[config.mk]
export PLATFORM = sky130hd
export DESIGN_NAME = sync_deglitch
export DESIGN_NICKNAME = d
export VERILOG_FILES = /design/src/rtl/sync_pkg.sv /design/src/rtl/sync_deglitch_ch.sv /design/src/rtl/sync_deglitch.sv
export SDC_FILE = /design/constraint.sdc
export NUM_CORES = 1
export LEC_CHECK = 0
export BUFFER_PORTS_ARGS = -buffer_cell sky130_fd_sc_hd__buf_2
export CAP_MARGIN = 40
export CORE_MARGIN = 1.5
export CORE_UTILIZATION = 58
export CTS_BUF_LIST = sky130_fd_sc_hd__clkbuf_2
export DETAILED_ROUTE_END_ITERATION = 7
export PLACE_DENSITY = 0.85
export SLEW_MARGIN = 20
export SYNTH_ARGS = -nofsm -noshare
export SYNTH_HDL_FRONTEND = slang
export SYNTH_SLANG_ARGS = --single-unit
[constraint.sdc]
create_clock -name clk -period 1.3 [get_ports clk]
set_input_delay 0.13 -clock clk [delete_from_list [all_inputs] [get_ports clk]]
set_output_delay 0.13 -clock clk [all_outputs]
set_load 0.02 [all_outputs]
[src/rtl/sync_pkg.sv]
// Shared constants and helpers for the synchronizer / deglitch blocks.
package sync_pkg;

  // Fewest flops that still give a usable metastability settling window.
  localparam int SYNC_STAGE_MIN = 2;

  // Attribute name tools look for on synchronizer flops; kept here so the
  // chain attribute and any constraint scripts agree on one spelling.
  localparam string SYNC_CHAIN_ATTR = "ASYNC_REG";

  // Width of a counter that must hold values 0..n, never narrower than 1 bit.
  function automatic int cnt_width(input int n);
    int w;
    w = $clog2(n + 1);
    return (w < 1) ? 1 : w;
  endfunction

endpackage

[src/rtl/sync_deglitch_ch.sv]
// One channel: flop-chain synchronizer, stability filter, registered edge pulses.
module sync_deglitch_ch
  import sync_pkg::*;
#(
  parameter int   STAGE   = 3,
  parameter int   FILT    = 4,
  parameter logic RST_VAL = 1'b0
) (
  input  logic clk,
  input  logic rst,
  input  logic srst_i,
  input  logic din_i,
  input  logic bypass_i,
  output logic dout_o,
  output logic rise_o,
  output logic fall_o
);

  localparam int             CW       = cnt_width(FILT);
  localparam logic [CW-1:0]  CNT_LAST = CW'(FILT - 1);

  // Chain flops must stay adjacent with nothing between stages.
  (* ASYNC_REG = "TRUE", DONT_TOUCH = "TRUE" *)
  logic [STAGE-1:0] s_q;

  logic          sync;
  logic [CW-1:0] cnt_q, cnt_d;
  logic          dout_q, dout_d;
  logic          rise_q, fall_q;

  assign sync = s_q[STAGE-1];

  // Synchronizer chain: pure shift, loaded with the reset level on any clear.
  always_ff @(posedge clk or posedge rst) begin
    if (rst)         s_q <= {STAGE{RST_VAL}};
    else if (srst_i) s_q <= {STAGE{RST_VAL}};
    else             s_q <= {s_q[STAGE-2:0], din_i};
  end

  // Filter decision: follow sync only after FILT consecutive disagreeing cycles.
  always_comb begin
    dout_d = dout_q;
    cnt_d  = cnt_q;
    if (bypass_i) begin
      dout_d = sync;
      cnt_d  = '0;
    end else if (sync == dout_q) begin
      cnt_d = '0;
    end else if (cnt_q == CNT_LAST) begin
      dout_d = sync;
      cnt_d  = '0;
    end else begin
      cnt_d = cnt_q + 1'b1;
    end
  end

  // Filter state and edge pulses; pulses are derived from the same update so
  // they line up with the cycle dout first shows its new value.
  always_ff @(posedge clk or posedge rst) begin
    if (rst) begin
      cnt_q  <= '0;
      dout_q <= RST_VAL;
      rise_q <= 1'b0;
      fall_q <= 1'b0;
    end else if (srst_i) begin
      cnt_q  <= '0;
      dout_q <= RST_VAL;
      rise_q <= 1'b0;
      fall_q <= 1'b0;
    end else begin
      cnt_q  <= cnt_d;
      dout_q <= dout_d;
      rise_q <= dout_d & ~dout_q;
      fall_q <= ~dout_d & dout_q;
    end
  end

  assign dout_o = dout_q;
  assign rise_o = rise_q;
  assign fall_o = fall_q;

endmodule

[src/rtl/sync_deglitch.sv]
// Multi-channel synchronizer with per-channel glitch filter and edge pulses.
module sync_deglitch
  import sync_pkg::*;
#(
  parameter int             NCH     = 4,
  parameter int             STAGE   = 3,
  parameter int             FILT    = 4,
  parameter logic [NCH-1:0] RST_VAL = {NCH{1'b0}}
) (
  input  logic           clk,
  input  logic           rst,
  input  logic           srst,
  input  logic [NCH-1:0] din,
  input  logic [NCH-1:0] cfg_bypass,
  output logic [NCH-1:0] dout,
  output logic [NCH-1:0] rise,
  output logic [NCH-1:0] fall
);

  // Reject configurations that cannot synchronize or filter.
  if (STAGE < SYNC_STAGE_MIN) begin : g_chk_stage
    $error("sync_deglitch: STAGE must be >= 2");
  end
  if (FILT < 1) begin : g_chk_filt
    $error("sync_deglitch: FILT must be >= 1");
  end
  if (NCH < 1) begin : g_chk_nch
    $error("sync_deglitch: NCH must be >= 1");
  end

  // Channels are fully independent; each gets its own reset level bit.
  for (genvar i = 0; i < NCH; i++) begin : g_ch
    sync_deglitch_ch #(
      .STAGE   (STAGE),
      .FILT    (FILT),
      .RST_VAL (RST_VAL[i])
    ) u_ch (
      .clk      (clk),
      .rst      (rst),
      .srst_i   (srst),
      .din_i    (din[i]),
      .bypass_i (cfg_bypass[i]),
      .dout_o   (dout[i]),
      .rise_o   (rise[i]),
      .fall_o   (fall[i])
    );
  end

endmodule
### Yosys cells after proc, flatten, opt, wreduce, memory -nomap -nowiden

Index checks and enable logic that the tools add are counted.

| word-level totals | value |
|---|---|
| register bits after elaboration | 36 |
| latch bits | 0 |
| memory bits (writable) | 0 |
| ROM bits | 0 |
| bits of input ports | 11 |
| logic and storage cells | 92 |
| memories | 0 |

| operators by class | value |
|---|---|
| $add $sub $neg | 4 |
| multiply operators | 0 |
| divide/modulo/power cells | 0 |
| $lt $le $gt $ge | 0 |
| eq/ne operators | 8 |
| shift operators | 0 |
| multiplexer cells | 44 |
| bitwise operators | 16 |
| reduce and logical (&&, ||, !) cells | 0 |

Operators with widths:

| kind | number |
|---|---|
| $mux W3 | 20 |
| $mux W1 | 24 |
| $add A3 B1 Y3 const B | 4 |
| $eq A3 B2 Y1 const B | 4 |
| $and A1 B1 Y1 | 8 |
| $not A1 Y1 | 8 |
| $eq A1 B1 Y1 | 4 |

### Longest topological paths before layout

| depth | value |
|---|---|
| word-level depth | 7 |
| gate-level depth with buffers | 4 |

### Cells and area by module

From an unflattened synthesis, not the netlist that was laid out.

| second synthesis, totals | value |
|---|---|
| cell total of the unflattened synthesis | 120 |
| area, all modules | 1,436.4 um^2 |

By module, submodules not included:

| module | times used | cells an instance | area each (um^2) | seq. area each (um^2) |
|---|---|---|---|---|
| sync_deglitch_ch | 4 | 30 | 359.1 | 225.2 |

### Worst setup path before layout

No wires, ideal clock.

| timing path | value |
|---|---|
| kind | flip-flop to flip-flop |
| start point | register g_ch[2].u_ch.cnt_q[0] |
| end point | register g_ch[2].u_ch.dout_q |
| setup time | 0.079 ns |
| arrival | 1.077 ns |
| slack | 0.143 ns |
| cell stages (with the launch flop) | 5 |
| path buffers | 0 |
| cell sequence | dfrtp_1 -> ha_1 -> nor2b_1 -> nor2_1 -> mux2i_1 |

| between the ends | value |
|---|---|
| longest elaborated chain between the ends | 5 |

RTL lines:

| what | line | RTL |
|---|---|---|
| from (decl) | sync_deglitch_ch.sv:27 | `logic [CW-1:0] cnt_q, cnt_d;` |
| from (signal assigned) | sync_deglitch_ch.sv:71 | `cnt_q <= cnt_d;` |
| $eq A3 B2 Y1 | sync_deglitch_ch.sv:49 | `end else if (cnt_q == CNT_LAST) begin` |
| $mux W1 | sync_deglitch_ch.sv:49 |  |
| $mux W1 | sync_deglitch_ch.sv:47 | `end else if (sync == dout_q) begin` |
| $mux W1 | sync_deglitch_ch.sv:44 | `if (bypass_i) begin` |
| $mux W1 | sync_deglitch_ch.sv:65 | `end else if (srst_i) begin` |
| to (signal assigned) | sync_deglitch_ch.sv:72 | `dout_q <= dout_d;` |
| to (decl) | sync_deglitch_ch.sv:28 | `logic dout_q, dout_d;` |

Every way passes these cells.

### Worst setup path after layout

Ends and elaborated chain as after synthesis.

==> reports/results.txt <==
RSZ-0062 raised after global routing: no
Final Skew: 0.0224 ns
Reg-to-Reg Start: g_ch[2].u_ch.cnt_q[0]$_DFF_PP0_
Detail Route Antenna Nets: 0
CP peak stage delay: 0.43 ns
WP data required: 1.60 ns
Pre-CTS WS: -0.00911 ns
Ys flop type: dfrtp_1
Slew @ Worst Pin: 0.426 ns
Arrival time worst endpoint: 1.53 ns
Synth area leaders: dfrtp_1 (59%), buf_4 (5.9%), nor2b_1 (5.8%)
Critical path launch point type: flop
CTS Buf Count: 5
Initial antenna violation count: 0
Final min period: 1.23 ns
Fin area: 0.00169 mm2
Top-area cell type share of the netlist area: 59.4%
I/O Pins: 23
Hold Crit Start: cfg_bypass[1]
Die X: 54.1 um
Hold EP: g_ch[1].u_ch.cnt_q[2]$_DFF_PP0_
Longest Clk Path Bufs: 2
Top Family by Delay on Critical Path: flip-flops
DRC viols: 0
Worst hold path class: input pin to flop
Compound-cell area share of the yosys netlist: 0.660%
Vias in the first global route: 820
Final slew viol count: 0
Footprint of the multi-input gates: 517 um2
Area Growth Syn to Fin: 11.6%
Top-count cell post-synth: dfrtp_1
Die area: 0.00293 mm2
Gp weighted congestion: 0.638
WL/cell: 12.2 um
Syn Area/Cell: 12.4 um2
Fill cell count: 180
# setup viols final: 0
Max Fanout on Critical Path: 3
Clock sinks: 36
IO Port Bufs: 22
Share of cells above drive strength 1: 29.9%
Leakage: 0.848 nW
Crit path kind: flop to flop
Synth top cells by count: dfrtp_1 (36), nor2b_1 (14), buf_4 (12)
Fraction of registers with async set or reset after synthesis: 100%
Via density: 5.18
Tot GR Track Use: 16.7%
Synth Area in Simple Gates: 23.8%
Capture point of the worst reg-to-reg path: g_ch[2].u_ch.dout_o$_DFF_PP0_
Worst-skew pair later-pin latency: 0.36 ns
Outcome: finished, final reports clean
Yosys reg bits: 36
Hold_ws: 0.0510 ns
R2R cell count: 4
Final WL: 2130 um
Rel. slew slack: 71.6%
Initial Utilization: 61.2%
Pin count of the biggest net entering global routing: 37
YS warnings: 0
Post-Synth Adder-Cell Area: 3.30%
Hold depth: 4
Largest family of logic cells by synthesized area: simple AND/OR/NAND/NOR gates
Critical path's slowest cell: dfrtp_1
Cells after synthesis: 122
Rows: 18
FF/Latch Area: 901 um2
Syn nets: 137
Worst path buffer plus inverter count: 0
FF-to-FF setup slack: 0.07 ns
Pwr Total: 1.72 mW
Post-synthesis cell area: 0.00152 mm2
Core area: 0.00248 mm2
Tcrit/Tclk final: 94.7%
First-pass GRT wire length: 3320 um
Antenna diode count: 0
Total grt overflow: 0
IR drop worst, VDD: 692 uV
Distinct cells, synth: 21
Register area share after synthesis: 59.4%
Pwr dens: 1020 mW/mm2
Hold Fails Final Rpt: 0
Placement Cell Area: 0.00158 mm2
Cell chain of the critical path: ha_1 -> nor2b_2 -> nor2_4 -> mux2i_1
Fmax: 0.812 GHz
Max Cap Violations: 0
Post-DP HPWL: 1430 um
Critical path depth: 4
Fin util: 68.3%
Post-synth EDFFs: 0
CTS H-tree lvls: 2
Root Driver: clkbuf_2
1st-iter DRT viols: 4
Die Y-Extent: 54.1 um
Mux cell area share after synthesis: 2.64%
Nets: 159
CTS tree: yes
Area leader, netlist: dfrtp_1
Vias post-DR: 901
Reg clk slew, reported paths: 0.17 ns
Element type at the critical path end: flop
Final WS setup: 0.0690 ns
DR pass1 iterations: 3
Synth Area in XOR/XNOR: 2.31%
-- power breakdown --
part / total (mW) / internal (mW) / switching, mW
Combinational: 0.117 / 0.0522 / 0.0645
Clock: 0.459 / 0.128 / 0.330
Sequential: 1.15 / 1.14 / 0.00939
-- sequential cells by signal, indices dropped and copies added, names as in the netlist --
name,count
g_ch.u_ch.s_q,12
g_ch.u_ch.rise_o,4
g_ch.u_ch.fall_o,4
g_ch.u_ch.dout_o,4
g_ch.u_ch.cnt_q,12
-- routing by layer --
metal | GRT usage [%] | vias to the layer above | part of all wire, %
met5 | 0 | - | 0
met4 | 6.25 | 0 | 0.47
met3 | 8.33 | 2 | 4.7
met2 | 27.5 | 19 | 52
met1 | 18.5 | 449 | 43
li1 | - | 431 | -
-- timing repair --
action,CTS,global route
hold buffers,5,0
setup endpoints to repair,2,5
buffers inserted,0,1
endpoints found under the hold margin,40,0
gates resized for setup,2,4
-- area by class of cell --
cell class	count	area share (%)
Clock buffer	6	1.78
Sequential cell	36	53.3
Clock inverter	1	0.296
Multi-Input combinational cell	66	30.5
Timing Repair Buffer	30	10.8
Inverter	5	1.11
Tap cell	30	2.22
-- cell families (layout without fill, tap and decap cells) --
logic type	count (synthesis)	in the layout
AO/OA/AOI/OAI	2	2
flip-flops	36	36
buffers and inverters	20	42
AND/OR/NAND/NOR	52	52
multiplexers	4	4
adder cells (fa/ha/maj)	4	4
XOR/XNOR	4	4
-- through the flow --
step / std cells / setup TNS [ns]
2_1_floorplan: 122 / 0
3_3_place_gp: 161 / 0
3_5_place_dp: 161 / -0.00911
4_1_cts: 173 / 0
5_1_grt: 174 / 0
6_report: 174 / 0
-- worst max path at each step --
stage | startpoint | to | slack [ns]
finish | g_ch[2].u_ch.cnt_q[0]$_DFF_PP0_ | g_ch[2].u_ch.dout_o$_DFF_PP0_ | 0.07
detailed placement | g_ch[2].u_ch.cnt_q[0]$_DFF_PP0_ | g_ch[2].u_ch.dout_o$_DFF_PP0_ | -0.009
CTS | g_ch[3].u_ch.cnt_q[0]$_DFF_PP0_ | g_ch[3].u_ch.dout_o$_DFF_PP0_ | 0.02
global placement | g_ch[2].u_ch.cnt_q[0]$_DFF_PP0_ | g_ch[2].u_ch.dout_o$_DFF_PP0_ | 0.12
floorplan | g_ch[2].u_ch.cnt_q[0]$_DFF_PP0_ | g_ch[2].u_ch.dout_o$_DFF_PP0_ | 0.14
global route | g_ch[2].u_ch.cnt_q[0]$_DFF_PP0_ | g_ch[2].u_ch.fall_o$_DFF_PP0_ | 0.0007
-- cell usage in the layout (no fill, tap or decap), drive strengths merged, types with 5 or more instances in the layout --
master	n
clkbuf	6
dfrtp	36
buf	25
nor2b	14
inv	5
nor2	6
nor4b	8
dlygate4sd3	5
-- worst reg2reg max path: cells and delay by family (launching register included) --
family | cells | cell delay (ns)
adders and majority gates | 1 | 0.23
and+or+nand+nor | 2 | 0.30
muxes | 1 | 0.20
DFF | 1 | 0.43
(Power assumes the default switching activity.)
